==> src/rtl/multi_shape_processor.sv <==
// Multi-channel shape control: validated host commands are queued, executed over
// OP_CYCLES cycles, and then committed to per-channel control registers.
//
// state  | meaning
// S_IDLE | no command in flight; pops the FIFO head when one is available
// S_EXEC | command in flight; commits when the cycle counter reaches zero
module multi_shape_processor #(
    parameter int NUM_CHANNELS = 4,
    parameter int FIFO_DEPTH   = 4,
    parameter int OP_CYCLES    = 3
) (
    input  logic        clk,
    input  logic        rst_n,
    input  logic        write,
    input  logic [31:0] write_data,
    input  logic        read,
    input  logic [2:0]  read_channel,
    output logic [31:0] read_data,
    output logic        error,
    output logic        busy
);

    localparam int CH_W  = (NUM_CHANNELS > 1) ? $clog2(NUM_CHANNELS) : 1;
    localparam int PTR_W = $clog2(FIFO_DEPTH);
    localparam int LVL_W = PTR_W + 1;
    localparam int CNT_W = (OP_CYCLES > 1) ? $clog2(OP_CYCLES) : 1;
    localparam logic [3:0]       NUM_CH_L = 4'(NUM_CHANNELS);
    localparam logic [LVL_W-1:0] FULL_LVL = LVL_W'(FIFO_DEPTH);
    localparam logic [CNT_W-1:0] CNT_LOAD = CNT_W'(OP_CYCLES - 1);

    typedef struct packed {
        logic [2:0] channel;
        logic [1:0] shape;
        logic [4:0] op;
    } cmd_t;

    typedef enum logic {S_IDLE, S_EXEC} state_t;

    state_t state_q, state_d;

    logic [2:0] wr_channel;
    logic [1:0] wr_shape;
    logic [4:0] wr_op;
    logic       shape_ok, op_ok, class_ok, chan_ok, fifo_full, legal;
    logic       push, pop, commit;
    logic       unused_bits;

    cmd_t             fifo_mem [FIFO_DEPTH];
    logic [FIFO_DEPTH-1:0] slot_valid;
    logic [PTR_W-1:0] wr_ptr, rd_ptr;
    logic [LVL_W-1:0] level;

    cmd_t             exec_cmd;
    logic [CNT_W-1:0] cycle_cnt;

    logic [1:0] chan_shape [NUM_CHANNELS];
    logic [4:0] chan_op    [NUM_CHANNELS];
    logic [7:0] chan_count [NUM_CHANNELS];

    logic [CH_W-1:0] ex_idx, rd_idx;
    logic            read_in_range, commit_hit, pending;
    logic [1:0]      view_shape;
    logic [4:0]      view_op;
    logic [7:0]      view_count;

    assign wr_channel  = write_data[26:24];
    assign wr_shape    = write_data[17:16];
    assign wr_op       = write_data[4:0];
    assign unused_bits = ^{write_data[31:27], write_data[23:18], write_data[15:5]};

    // Command legality
    assign shape_ok  = (wr_shape == 2'b01) || (wr_shape == 2'b10);
    assign class_ok  = (wr_op[4:3] == 2'b00) || (wr_op[4:3] == wr_shape);
    assign chan_ok   = ({1'b0, wr_channel} < NUM_CH_L);
    assign fifo_full = (level == FULL_LVL);

    always_comb begin
        op_ok = 1'b0;
        case (wr_op[4:3])
            2'b00:   op_ok = (wr_op[2:0] <= 3'd1);
            2'b01:   op_ok = (wr_op[2:0] == 3'd0);
            2'b10:   op_ok = (wr_op[2:0] <= 3'd1);
            default: op_ok = 1'b0;
        endcase
    end

    assign legal = shape_ok && op_ok && class_ok && chan_ok && !fifo_full;
    assign push  = write && legal;

    always_ff @(posedge clk or negedge rst_n) begin
        if (!rst_n) begin
            error <= 1'b0;
        end else begin
            error <= write && !legal;
        end
    end

    // Command FIFO; a pop never makes room for a push in the same cycle
    always_ff @(posedge clk) begin
        if (push) begin
            fifo_mem[wr_ptr] <= '{channel: wr_channel, shape: wr_shape, op: wr_op};
        end
    end

    always_ff @(posedge clk or negedge rst_n) begin
        if (!rst_n) begin
            wr_ptr     <= '0;
            rd_ptr     <= '0;
            level      <= '0;
            slot_valid <= '0;
        end else begin
            if (push) begin
                wr_ptr             <= wr_ptr + PTR_W'(1);
                slot_valid[wr_ptr] <= 1'b1;
            end
            if (pop) begin
                rd_ptr             <= rd_ptr + PTR_W'(1);
                slot_valid[rd_ptr] <= 1'b0;
            end
            case ({push, pop})
                2'b10:   level <= level + LVL_W'(1);
                2'b01:   level <= level - LVL_W'(1);
                default: level <= level;
            endcase
        end
    end

    // Execution engine
    always_ff @(posedge clk or negedge rst_n) begin
        if (!rst_n) begin
            state_q <= S_IDLE;
        end else begin
            state_q <= state_d;
        end
    end

    always_comb begin
        state_d = state_q;
        pop     = 1'b0;
        commit  = 1'b0;
        case (state_q)
            S_IDLE: begin
                if (level != '0) begin
                    pop     = 1'b1;
                    state_d = S_EXEC;
                end
            end
            S_EXEC: begin
                if (cycle_cnt == '0) begin
                    commit  = 1'b1;
                    state_d = S_IDLE;
                end
            end
            default: state_d = S_IDLE;
        endcase
    end

    always_ff @(posedge clk or negedge rst_n) begin
        if (!rst_n) begin
            exec_cmd  <= '0;
            cycle_cnt <= '0;
        end else if (pop) begin
            exec_cmd  <= fifo_mem[rd_ptr];
            cycle_cnt <= CNT_LOAD;
        end else if (state_q == S_EXEC && cycle_cnt != '0) begin
            cycle_cnt <= cycle_cnt - CNT_W'(1);
        end
    end

    assign busy = (level != '0) || (state_q == S_EXEC);

    // Channel control registers
    assign ex_idx = exec_cmd.channel[CH_W-1:0];

    always_ff @(posedge clk or negedge rst_n) begin
        if (!rst_n) begin
            for (int i = 0; i < NUM_CHANNELS; i++) begin
                chan_shape[i] <= 2'b01;
                chan_op[i]    <= 5'd0;
                chan_count[i] <= 8'd0;
            end
        end else if (commit) begin
            chan_shape[ex_idx] <= exec_cmd.shape;
            chan_op[ex_idx]    <= exec_cmd.op;
            chan_count[ex_idx] <= chan_count[ex_idx] + 8'd1;
        end
    end

    // Read port: a commit landing on the sampling edge is reflected, while level
    // and queued-entry pending bits show the FIFO as it was before that edge.
    assign rd_idx        = read_channel[CH_W-1:0];
    assign read_in_range = ({1'b0, read_channel} < NUM_CH_L);
    assign commit_hit    = commit && (exec_cmd.channel == read_channel);

    always_comb begin
        pending = (state_q == S_EXEC) && !commit && (exec_cmd.channel == read_channel);
        for (int i = 0; i < FIFO_DEPTH; i++) begin
            if (slot_valid[i] && fifo_mem[i].channel == read_channel) begin
                pending = 1'b1;
            end
        end
    end

    assign view_shape = commit_hit ? exec_cmd.shape : chan_shape[rd_idx];
    assign view_op    = commit_hit ? exec_cmd.op : chan_op[rd_idx];
    assign view_count = commit_hit ? chan_count[rd_idx] + 8'd1 : chan_count[rd_idx];

    always_ff @(posedge clk or negedge rst_n) begin
        if (!rst_n) begin
            read_data <= '0;
        end else if (read) begin
            if (read_in_range) begin
                read_data <= {pending, 7'd0, 8'(level), view_count, 1'b0, view_shape, view_op};
            end else begin
                read_data <= '0;
            end
        end
    end

endmodule

==> config.mk <==
export PLATFORM = sky130hd
export DESIGN_NAME = multi_shape_processor
export DESIGN_NICKNAME = d
export VERILOG_FILES = /design/src/rtl/multi_shape_processor.sv
export SDC_FILE = /design/constraint.sdc
export NUM_CORES = 1
export LEC_CHECK = 0
export ABC_CLOCK_PERIOD_IN_PS = 2600
export BUFFER_PORTS_ARGS = -buffer_cell sky130_fd_sc_hd__buf_2
export CAP_MARGIN = 25
export CORE_MARGIN = 3
export CORE_UTILIZATION = 41
export CTS_BUF_LIST = sky130_fd_sc_hd__clkbuf_2
export DETAILED_ROUTE_END_ITERATION = 10
export GPL_TIMING_DRIVEN = 0
export HOLD_SLACK_MARGIN = 0.15
export REMOVE_ABC_BUFFERS = 1
export SYNTH_ARGS = -nofsm -noshare
export SYNTH_HDL_FRONTEND = slang
export SYNTH_SLANG_ARGS = --single-unit
==> constraint.sdc <==
create_clock -name clk -period 2.6 [get_ports clk]
set_input_delay 0.65 -clock clk [delete_from_list [all_inputs] [get_ports clk]]
set_output_delay 0.65 -clock clk [all_outputs]
set_load 0.01 [all_outputs]
Word level (Yosys, flattened, before mapping)
Memories as Yosys holds them, arrays and structs flattened. A register that Yosys moved wholly into a read port is not among the register bits.
Index checks and enable logic that the tools add are counted.
{ "word_totals": {"ff_bits": 107, "latch_bits": 0, "ramBits": 40, "romBits": 0, "inputBits": 39, "output_inout_bits": 34, "memories": 1} }
{ "op_classes": {"addsub": 7, "n_mul": 0, "div_mod_pow": 0, "magnitude_cmp": 10, "n_eq_ne": 13, "shift": 0, "muxes": 47, "bitwise": 6, "reduce_logical": 32} }
{ "mem_list": {"columns": ["memory", "depth", "width", "read_ports", "rd_ports_with_merged_regs", "wr", "line", "source"], "rows": [
  ["fifo_mem", 4, 10, 5, 1, 1, "48", "cmd_t fifo_mem [FIFO_DEPTH];"]
]} }
{ "op_table": {"columns": ["op", "count"], "rows": [
  ["$mux W8", 6],
  ["$bmux W8 S2", 2],
  ["$bwmux W32", 1],
  ["$mux W32", 1],
  ["$bwmux W20", 1],
  ["$mux W5", 4],
  ["$logic_and A1 B1 Y1", 17],
  ["$add A8 B1 Y8 const B", 2],
  ["$demux W8 S2", 1],
  ["$eq A3 B3 Y1", 5],
  ["$mux W1", 13],
  ["$mux W2", 6],
  ["$bmux W5 S2", 1],
  ["$demux W5 S2", 1],
  ["$bwmux W8", 1],
  ["$mux W4", 2],
  ["$eq A2 B1 Y1 const B", 3],
  ["$eq A2 B2 Y1 const B", 3],
  ["$ge A3 B3 Y1 const B", 2],
  ["$lt A2 B3 Y1 const B", 2],
  ["$lt A3 B3 Y1 const B", 2],
  ["$not A2 Y3", 2],
  ["$pmux W3 S2", 1],
  ["$reduce_bool A2 Y1", 3],
  ["23 further kinds", 33]
]} }

Logic depth before layout (Yosys ltp)
Gate-level depths: netlist (run 1).
{ "depth": {"ltp_word": 11, "ltp_mapped": 10, "depth_no_buf": 10} }

Worst setup path after synthesis (run 1)
No wires, ideal clock.
{ "synth_path": {"kind": "input-to-reg", "startpoint": "input port write_data[3]", "endpoint": "register level[2]", "setup_time_ps": 125, "arrival_time_ps": 2276, "slack_ps": 199, "path_stages": 9, "n_path_buf": 0, "path_cell_list": "a2111o_1 nor4b_4 inv_1 ha_1 inv_1 fa_1 xor2_1 nor2_1 xor2_1"} }
{ "synth_via": {"elab_chain_cells": 10} }
{ "synth_rtl": {"columns": ["element", "line", "source"], "rows": [
  ["from (decl)", "15", "input logic [31:0] write_data,"],
  ["$eq A2 B2 Y1 / $logic_not A2 Y1 (equally long branches)", "79, 73", null],
  ["$reduce_or A2 Y1 (no line)", null, null],
  ["$pmux W1 S2", "79", "case (wr_op[4:3])"],
  ["$logic_and A1 B1 Y1", "87", "assign legal = shape_ok && op_ok && class_ok && chan_ok && !fifo_full;"],
  ["$logic_and A1 B1 Y1 * (3 in series)", "87", null],
  ["$logic_and A1 B1 Y1 *", "88", "assign push = write && legal;"],
  ["$eq A2 B1 Y1 / $eq A2 B2 Y1 (equally long branches)", "120", "case ({push, pop})"],
  ["$pmux W3 S2 / $reduce_bool A2 Y1 (equally long branches)", null, null],
  ["to (signal assigned)", "121", "2'b10: level <= level + LVL_W'(1);"],
  ["to (signal assigned)", "122", "2'b01: level <= level - LVL_W'(1);"],
  ["to (signal assigned)", "123", "default: level <= level;"],
  ["to (decl)", "51", "logic [LVL_W-1:0] level;"]
]} }
Mark *: on every way between the ends. The rest lies on a longest branch, timed or not.
A chain may end at the register's enable or synchronous reset.

Worst setup path in the final report (run 1)
{ "layout_path": {"startpoint": "input port write_data[3]", "endpoint": "memory fifo_mem[0][6] in the netlist's numbering, enable pin"} }
{ "layout_via": {"elab_chain_cells": 10} }
{ "layout_rtl": {"columns": ["element", "line", "source"], "rows": [
  ["$eq A2 B2 Y1 / $logic_not A2 Y1 (equally long branches)", "79, 73", null],
  ["$reduce_or A2 Y1 (no line)", null, null],
  ["$pmux W1 S2", "79", null],
  ["$logic_and A1 B1 Y1", "87", null],
  ["$logic_and A1 B1 Y1 * (3 in series)", "87", null],
  ["$logic_and A1 B1 Y1 *", "88", null],
  ["$mux W1 *", "100", "if (push) begin"],
  ["$mux W1 (not written as such) *", "101", "fifo_mem[wr_ptr] <= '{channel: wr_channel, shape: wr_shape, op: wr_op};"],
  ["to (decl)", "48", null]
]} }
Marks and branches as above.

==> results.json, run 1 <==
{
  "p_clk_frac": 0.177,
  "r2r_start": "level[0]",
  "hold_depth": 3,
  "busiest_layer": "met2",
  "via_count": 3861,
  "worst-path-max-fanout": 11,
  "numPlacedInstances": 719,
  "slew_headroom": 0.388,
  "cts_made_buffers": 17,
  "avgViaCountPerCell": 5.03,
  "gp_congestion": 0.720,
  "die-area_um2": 18100,
  "p_comb_frac": 0.345,
  "setup_viol": 0,
  "max_freq_ghz": 0.385,
  "p_total_uw": 7700,
  "powerDensity_nw_per_um2": 1020,
  "ant_nets": 0,
  "drt_pass1_iterations": 4,
  "std_cell_rows": 46,
  "min_path_type": "in2reg",
  "nets": 591,
  "io_pins": 73,
  "routedWlPerCell_um": 16.8,
  "status": "complete, no violations",
  "ys_top_cells_by_area": "dfrtp_1 37%, edfxtp_1 18%, mux4_2 10%, mux2_2 7.1%, xnor2_1 2.6%",
  "grt_max_degree": 66,
  "finalHoldViolations": 0,
  "clk_latency_ps": 700,
  "slew_viol_final": 0,
  "grtUsageMet2": 0.250,
  "n_fill_cell": 1462,
  "die_w_um": 135,
  "synth_common_cells": "100 x dfrtp_1, 43 x mux2_2, 40 x edfxtp_1",
  "clockRootBuffer": "clkbuf_2",
  "area_delta_synth_final_pct": 11.7,
  "cp.arrival_ps": 2940,
  "syn_area_per_cell_um2": 14.0,
  "worstHoldStart": "read_channel[2]",
  "grt_first_pass_wirelength_um": 21300,
  "routed_wirelength_um": 12900,
  "grt_overflow": 0,
  "critPathCaptureType": "register",
  "first_global_vias": 4046,
  "fin_worst_skew_ps": 26.3,
  "cts_sinks": 144,
  "drive_gt1_frac": 0.310,
  "numPortBuffers": 37,
  "grt_util_met1": 0.207,
  "h-tree-depth": 4,
  "cp.required_ps": 2940,
  "fin_cells": 768,
  "post-route-period-util": 1.00,
  "grt_use_met3": 0.0417,
  "synth_flop_cell": "dfrtp_1",
  "worstRegToRegCells": 5,
  "ys_ff_latch": 144,
  "hpwl_um": 8650,
  "synth_cell_types": 50,
  "drt_iter0_drc": 154,
  "post-route-min-period_ps": 2600,
  "drv_cap": 0,
  "track_usage": 0.154,
  "intPower_uw": 4990,
  "syn_inst": 485,
  "drc": 0,
  "yosysWarnings": 0,
  "synth_top_area_share": 0.369,
  "cp-startpoint": "write_data[3]",
  "ctsLongestPathBuffers": 2,
  "seqPwrFrac": 0.479,
  "syn_area_um2": 6770,
  "async_flop_share": 0.722,
  "path_clk_slew_ps": 210,
  "criticalPathCategory": "in2reg",
  "netSwitchingPower_uw": 2710,
  "synth_edf_count": 40,
  "start_kind": "primary input",
  "fp.dieH_um": 135,
  "p_leak_uw": 0.00306,
  "synth.most_common_cell": "dfrtp_1",
  "start_util": 0.423,
  "irDropWorstVdd_v": 0.000391,
  "ys_seq_area_frac": 0.562,
  "p_sw_frac": 0.352,
  "core_area_um2": 16000,
  "antennaDiodeCount": 0,
  "antenna_found_initial": 0,
  "worst_pin_slew_ps": 916,
  "cts_tree": "built",
  "yosysTopAreaCell": "dfrtp_1"
}
final cells by class:
type                       instances  area [um2]  share of cell area
sequential                       144        3810               0.503
multi-input combinational        284        2670               0.353
timing repair buffer              61         440              0.0582
tap                              216         270              0.0357
clock inverter                    14         168              0.0222
inverter                          31         116              0.0154
clock buffer                      18        90.1              0.0119
routing by layer:
metal,up-vias,wire [um]
li1,1839,-
met3,11,482
met2,70,6250
met5,-,0
met1,1941,6010
met4,0,125
state kept, by name (all words and copies together), names as in the netlist, 3 cells and up:
signal	flops
chan_count	32
fifo_mem	40
chan_op	20
level	3
slot_valid	4
read_data	19
chan_shape	8
exec_cmd	8
cell families after synthesis:
kind of cell | after synthesis | synth area share
flops | 144 | 0.562
simple gates | 79 | 0.0641
other cells | 1 | 0.000554
mux | 85 | 0.196
xor+xnor | 34 | 0.0451
buf+inv | 69 | 0.0532
compound gates | 60 | 0.0536
fa+ha+maj | 13 | 0.0251
power groups by stage:
stage | clock (uW) | sequential [uW] | combinational [uW]
floorplan | 0 | 3550 | 2010
finish | 1360 | 3690 | 2650
global route | 1520 | 3820 | 2950
global placement | 0 | 3680 | 2510
CTS | 1410 | 3690 | 2690
detailed placement | 0 | 3740 | 2660
worst paths after layout:
path | endpoint | slack, ps
setup / recovery | fifo_mem[0][6] | 1
min in group asynchronous | chan_count[29] | 560
max in group asynchronous | chan_shape[2] | 1260
hold reg to reg | chan_op[9] | 530
setup reg to reg | fifo_mem[0][6] | 320
hold / removal | read_data[16] | 380
through the flow:
step	util	instance area (um2)	hold slack, ps	setup slack [ps]	setup TNS, ps
2_1_floorplan	-	6580	354	-97.9	-743
3_3_place_gp	0.439	7030	472	-1240	-54340
3_5_place_dp	0.446	7130	488	-372	-8310
4_1_cts	0.470	7520	296	17.5	0
5_1_grt	0.473	7570	322	-4.46	-4.46
6_report	0.473	7570	376	1.05	0
critical path, cell delays in order:
cell           delay, ps
dlygate4sd3_1        530
buf_2                170
a2111o_1             480
nor4b_4              380
buf_4                190
and2_1               540
timing repair:
action,4_1_cts,5_1_grt
endpoints found under the hold margin,105,0
pin swaps,0,2
resized for setup,1,3
setup buffers,0,5
setup endpoints to repair,1,22
hold buffers,12,0
layout by cell type, fill, tap and decap left out, types with 4 or more instances in the layout:
cell            n
dlygate4sd3_1  12
inv_1          31
buf_2          36
dfstp_2         4
xor2_1         13
mux2i_1         9
nor2_1         12
o21ai_0        21
nand4_1        10
conb_1         13
o22ai_1        15
edfxtp_1       40
nand2_1        28
clkinvlp_4      5
a21oi_1         8
o21ai_1         5
xnor2_1        20
buf_4           7
a2bb2oi_1       4
mux4_2         30
clkbuf_2       18
mux2_2         43
ha_1           12
and2_1          6
dfrtp_1        99
No activity file was read; power rests on OpenSTA's default activity.
==> inputs of run 2 (changes only) <==
--- a/config.mk
+++ b/config.mk
@@ -14,7 +14,6 @@
 export DETAILED_ROUTE_END_ITERATION = 10
 export GPL_TIMING_DRIVEN = 0
 export HOLD_SLACK_MARGIN = 0.15
-export REMOVE_ABC_BUFFERS = 1
 export SYNTH_ARGS = -nofsm -noshare
 export SYNTH_HDL_FRONTEND = slang
 export SYNTH_SLANG_ARGS = --single-unit
==> run 2 against run 1 <==
  * Total power down 0.60%
  * Register-to-register slack worse by 50 ps
  * Die area unchanged
  * Sequential cell count unchanged
  * Setup slack better by 93 ps
  * Combinational power up 12%
  * Largest power group unchanged
  * Fmax up 3.7%
  * Via count up 4.7%
  * Highest routed layer unchanged
  * Hold slack better by 16 ps
  * Cell area up 1.4%
  * Clock skew up 10 ps
  * Sequential power down 4%
==> results.json, run 2 (same netlist as run 1, synthesis figures left out) <==
{
  "status": "complete, no violations",
  "layout_common_cells": "99 x dfrtp_1, 43 x buf_2, 43 x mux2_2",
  "drv_cap": 0,
  "grt_first_pass_wirelength_um": 23200,
  "avgViaCountPerCell": 5.07,
  "slew_viol_final": 0,
  "critPathTopFamily": "buffers and inverters",
  "drive_gt1_frac": 0.319,
  "fin_worst_skew_ps": 36.5,
  "cts_tree": "built",
  "post-route-period-util": 0.964,
  "finalHoldViolations": 0,
  "busiest_layer": "met2",
  "final_core_util": 0.480,
  "largest_register_ff_count": 40,
  "clockRootBuffer": "clkbuf_2",
  "drc": 0,
  "core_area_um2": 16000,
  "grt_util_met1": 0.221,
  "grtUsageMet2": 0.279,
  "std_cell_rows": 46,
  "fp.dieH_um": 135,
  "slew_headroom": 0.529,
  "start_kind": "primary input",
  "ctsLongestPathBuffers": 2,
  "cts_sinks": 144,
  "p_total_uw": 7650,
  "clk_latency_ps": 700,
  "first_global_vias": 4284,
  "ant_nets": 0,
  "n_fill_cell": 1484,
  "worst-path-max-fanout": 11,
  "cp.depth": 6,
  "via_count": 4041,
  "track_usage": 0.169,
  "critPathCaptureType": "register",
  "final_common_cell": "dfrtp_1",
  "path_buf_inv": 3,
  "powerDensity_nw_per_um2": 998,
  "irDropWorstVdd_v": 0.000346,
  "grt_use_met3": 0.0481,
  "grt_overflow": 0,
  "worstPathCellList": "dlygate4sd3_1 -> buf_2 -> a2111o_1 -> nor4b_4 -> buf_4 -> and2_1",
  "rsz0062_at_grt": "true",
  "grt_max_degree": 55,
  "drt_pass1_iterations": 5,
  "worstRegToRegCells": 9,
  "cts_made_buffers": 17,
  "antenna_found_initial": 1,
  "drt_iter0_drc": 227,
  "hold_depth": 3,
  "min_path_type": "in2reg",
  "cpPeakStageDelay_ps": 540,
  "fin_hold_ws_ps": 391,
  "worst_pin_slew_ps": 706,
  "gp_congestion": 0.787,
  "area_delta_synth_final_pct": 13.3,
  "cp.required_ps": 2940,
  "routedWlPerCell_um": 17.9,
  "nets": 619,
  "critPathSlowestCell": "dlygate4sd3_1",
  "io_pins": 73,
  "numPortBuffers": 36,
  "die_w_um": 135,
  "start_util": 0.423,
  "design_area_um2": 7670,
  "max_freq_ghz": 0.399,
  "p_leak_uw": 0.00312,
  "path_clk_slew_ps": 190,
  "routed_wirelength_um": 14300,
  "top_regs": "fifo_mem x40, chan_count x32, chan_op x20",
  "top_register": "fifo_mem",
  "setup_viol": 0,
  "placed_area_um2": 7300,
  "criticalPathCategory": "in2reg",
  "h-tree-depth": 4,
  "hpwl_um": 9910,
  "post-route-min-period_ps": 2510,
  "cp.arrival_ps": 2840,
  "die-area_um2": 18100
}
==> run 2: changes by cell type in the layout (fill, tap and decap cells not counted), sizes merged <==
| cell | before | now |
|---|---|---|
| diode | 0 | 1 |
| clkinv | 6 | 5 |
| clkbuf | 18 | 28 |
| bufinv | 3 | 1 |
| dlygate4sd3 | 12 | 13 |
| buf | 49 | 66 |
| clkinvlp | 5 | 7 |
| inv | 31 | 32 |
==> run 2: worst paths after layout <==
path	startpoint	slack (ps)	end
setup / recovery	write_data[26]	90	fifo_mem[0][9]
hold / removal	read_channel[2]	390	read_data[17]
max in group asynchronous	rst_n	1310	chan_shape[0]
min in group asynchronous	rst_n	520	chan_shape[5]
hold reg to reg	chan_op[2]	530	chan_op[2]
setup reg to reg	state_q	270	level[2]
==> run 2: worst register-to-register path, stage by stage, from the launching register on <==
cell	delay [ps]
dfrtp_1	400
buf_2	190
nor2_4	300
buf_2	310
ha_1	230
inv_1	60
fa_1	370
xor2_1	150
nor2_1	110
xor2_1	150
==> run 2: power breakdown <==
| group | leakage (uW) | switching [uW] | total, uW | internal, uW |
|---|---|---|---|---|
| Combinational | 0.00136 | 1470 | 2960 | 1490 |
| Clock | 0.000112 | 819 | 1160 | 339 |
| Sequential | 0.00165 | 509 | 3540 | 3030 |
| Total | 0.00312 | 2800 | 7650 | 4860 |
==> run 2: cell type report <==
| cell class | instances | area (um2) | area share |
|---|---|---|---|
| Clock buffer | 18 | 90.1 | 0.0117 |
| Timing Repair Buffer | 51 | 348 | 0.0453 |
| Multi-Input combinational cell | 284 | 2670 | 0.348 |
| Sequential cell | 144 | 3810 | 0.497 |
| Clock inverter | 14 | 119 | 0.0155 |
| Tap cell | 216 | 270 | 0.0352 |
| Buffer | 38 | 244 | 0.0318 |
| Antenna cell | 1 | 2.50 | 0.000326 |
| Inverter | 31 | 116 | 0.0152 |
==> run 2: routing by layer <==
metal	up-vias	part of all wire
met4	0	0.0088
met2	78	0.50
met5	-	0
met3	8	0.036
met1	2053	0.46
li1	1902	-
==> run 2: metrics by stage <==
step	worst slack (ps)	TNS (ps)	cells
final	93.6	0	797
after global routing	-5.93	-5.93	797
after CTS	26.4	0	794
after detailed placement	-213	-3250	750
after global placement	-246	-25200	749
after floorplan	199	0	497
==> run 2: repair_timing <==
item                                    CTS  global route
pin swaps                                 0             1
gates resized for setup                   2             3
endpoints found under the setup margin    2             3
cloned                                    0             0
hold endpoints to repair                 89             1
setup buffers                             0             1
hold buffers                             12             1
==> inputs of run 3 (changes only) <==
--- a/config.mk
+++ b/config.mk
@@ -9,7 +9,7 @@
 export BUFFER_PORTS_ARGS = -buffer_cell sky130_fd_sc_hd__buf_2
 export CAP_MARGIN = 25
 export CORE_MARGIN = 3
-export CORE_UTILIZATION = 41
+export CORE_UTILIZATION = 40
 export CTS_BUF_LIST = sky130_fd_sc_hd__clkbuf_2
 export DETAILED_ROUTE_END_ITERATION = 10
 export GPL_TIMING_DRIVEN = 0
==> run 3 against run 2 <==
  * Cell count fell by 0.13%
  * Total power is 3.5% higher
  * Via count is 1.3% higher
  * Non-clock buffer count is the same
  * Fmax grew 1.5%
  * Sequential share of layout area decreased by 0.36 points
  * Cell area rose by 0.70%
  * Combinational power about the same
  * Critical endpoint is now fifo_mem[2][8]
  * Largest cell class unchanged
  * Highest routed layer unchanged
==> results.json, run 3 (same netlist as run 1, synthesis figures left out) <==
{
  "seqPwrFrac": 0.445,
  "status": "complete, no violations",
  "drt_iter0_drc": 232,
  "p_total_uw": 7920,
  "r2r_slack_ps": 240,
  "worst_pin_slew_ps": 679,
  "cp.arrival_ps": 2810,
  "antenna_found_initial": 0,
  "ctsLongestPathBuffers": 2,
  "post-route-min-period_ps": 2470,
  "nets": 619,
  "irDropWorstVdd_v": 0.000332,
  "start_kind": "primary input",
  "intPower_uw": 5160,
  "drc": 0,
  "cts_sinks": 144,
  "drt_pass1_iterations": 4,
  "io_pins": 73,
  "cts_made_buffers": 17,
  "fin_cells": 796,
  "via_count": 4095,
  "largest_register_ff_count": 40,
  "cp.required_ps": 2940,
  "avgViaCountPerCell": 5.14,
  "routed_wirelength_um": 14200,
  "core_area_um2": 16200,
  "slew_viol_final": 0,
  "area_delta_synth_final_pct": 14.1,
  "grt_overflow": 0,
  "clockRootBuffer": "clkbuf_2",
  "layout_common_cells": "100 x dfrtp_1, 43 x buf_2, 43 x mux2_2",
  "top_regs": "fifo_mem x40, chan_count x32, chan_op x20",
  "h-tree-depth": 4,
  "slew_headroom": 0.547,
  "powerDensity_nw_per_um2": 1030,
  "die_w_um": 136,
  "grt_max_degree": 72,
  "fp.dieH_um": 136,
  "setup_viol": 0,
  "worst-path-max-fanout": 11,
  "criticalPathCategory": "in2reg",
  "path_clk_slew_ps": 180,
  "final_common_cell": "dfrtp_1",
  "die-area_um2": 18500,
  "numPortBuffers": 36,
  "grt_first_pass_wirelength_um": 22600,
  "fin_tns_setup_ps": 0,
  "cts_tree": "built",
  "drive_gt1_frac": 0.317,
  "std_cell_rows": 46,
  "max_freq_ghz": 0.405,
  "first_global_vias": 4195,
  "drv_cap": 0,
  "antennaDiodeCount": 0,
  "p_sw_frac": 0.349,
  "hpwl_um": 9980,
  "p_comb_frac": 0.376,
  "clk_latency_ps": 690,
  "top_register": "fifo_mem",
  "post-route-period-util": 0.950,
  "ant_nets": 0,
  "p_leak_uw": 0.00317,
  "rsz0062_at_grt": "false",
  "critPathCaptureType": "register",
  "start_util": 0.417,
  "p_clk_frac": 0.179,
  "track_usage": 0.162,
  "numPlacedInstances": 750,
  "gp_congestion": 0.771,
  "min_path_type": "in2reg",
  "netSwitchingPower_uw": 2770,
  "finalHoldViolations": 0,
  "routedWlPerCell_um": 17.8,
  "fin_worst_skew_ps": 39.2
}
==> run 3: cell count changes in the layout (fill, tap and decap cells not counted), sizes merged <==
cell	before	now
dlygate4sd3	13	12
buf	66	67
clkinv	5	3
clkinvlp	7	3
diode	1	0
bufinv	1	4
clkbuf	28	31
==> run 3: layout make-up <==
type	instances	area, um2
flip-flops and latches	144	3810
fillers	1474	8500
well taps	216	270
plain buffers	38	244
clock inverters	11	164
clock buffers	21	105
repair buffers	51	345
inverters	31	116
multi-input cells	284	2670
==> run 3: layer usage <==
layer	up-vias	wire, um	track usage
met5	-	0	0
met4	0	106	0.0442
met3	8	654	0.0455
met2	96	7100	0.263
met1	2094	6340	0.214
li1	1897	-	-
==> run 3: critical path: stages <==
cell and delay, ps:
dlygate4sd3_1 530, buf_2 150, a2111o_1 480, nor4b_4 290, buf_4 170, and2_1 530
==> run 3: per-stage QoR <==
step                worst slack, ps  instance area [um2]   util  hold slack (ps)
global route                   3.99                 7730  0.476              170
detailed placement             -166                 7300  0.450              487
finish                          130                 7730  0.476              271
floorplan                       199                 6820      -              354
CTS                            48.9                 7700  0.474              187
global placement               -245                 7270  0.448              475
==> run 3: final timing paths <==
check	startpoint	to	depth (start not counted)
worst max-delay path	write_data[3]	fifo_mem[2][8]	6
worst min-delay path	read	read_data[16]	3
worst max register to register	cycle_cnt[0]	chan_op[17]	6
worst min register to register	chan_shape[3]	chan_shape[3]	1
max in group asynchronous	rst_n	chan_shape[0]	3
min in group asynchronous	rst_n	chan_count[24]	2
==> run 3: power groups by stage <==
stage          clock network (uW)  registers [uW]  logic, uW
3_3_place_gp                    0            3520       2880
4_1_cts                      1470            3520       3000
6_report                     1420            3530       2980
2_1_floorplan                   0            3450       2260
5_1_grt                      1570            3620       3270
3_5_place_dp                    0            3570       2980
==> run 3: what timing repair did <==
action | 4_1_cts | 5_1_grt
gates resized for setup | 2 | 2
endpoints found under the hold margin | 74 | 0
hold buffers | 12 | 0
setup buffers | 0 | 2
pin swaps | 0 | 1
endpoints found under the setup margin | 2 | 2
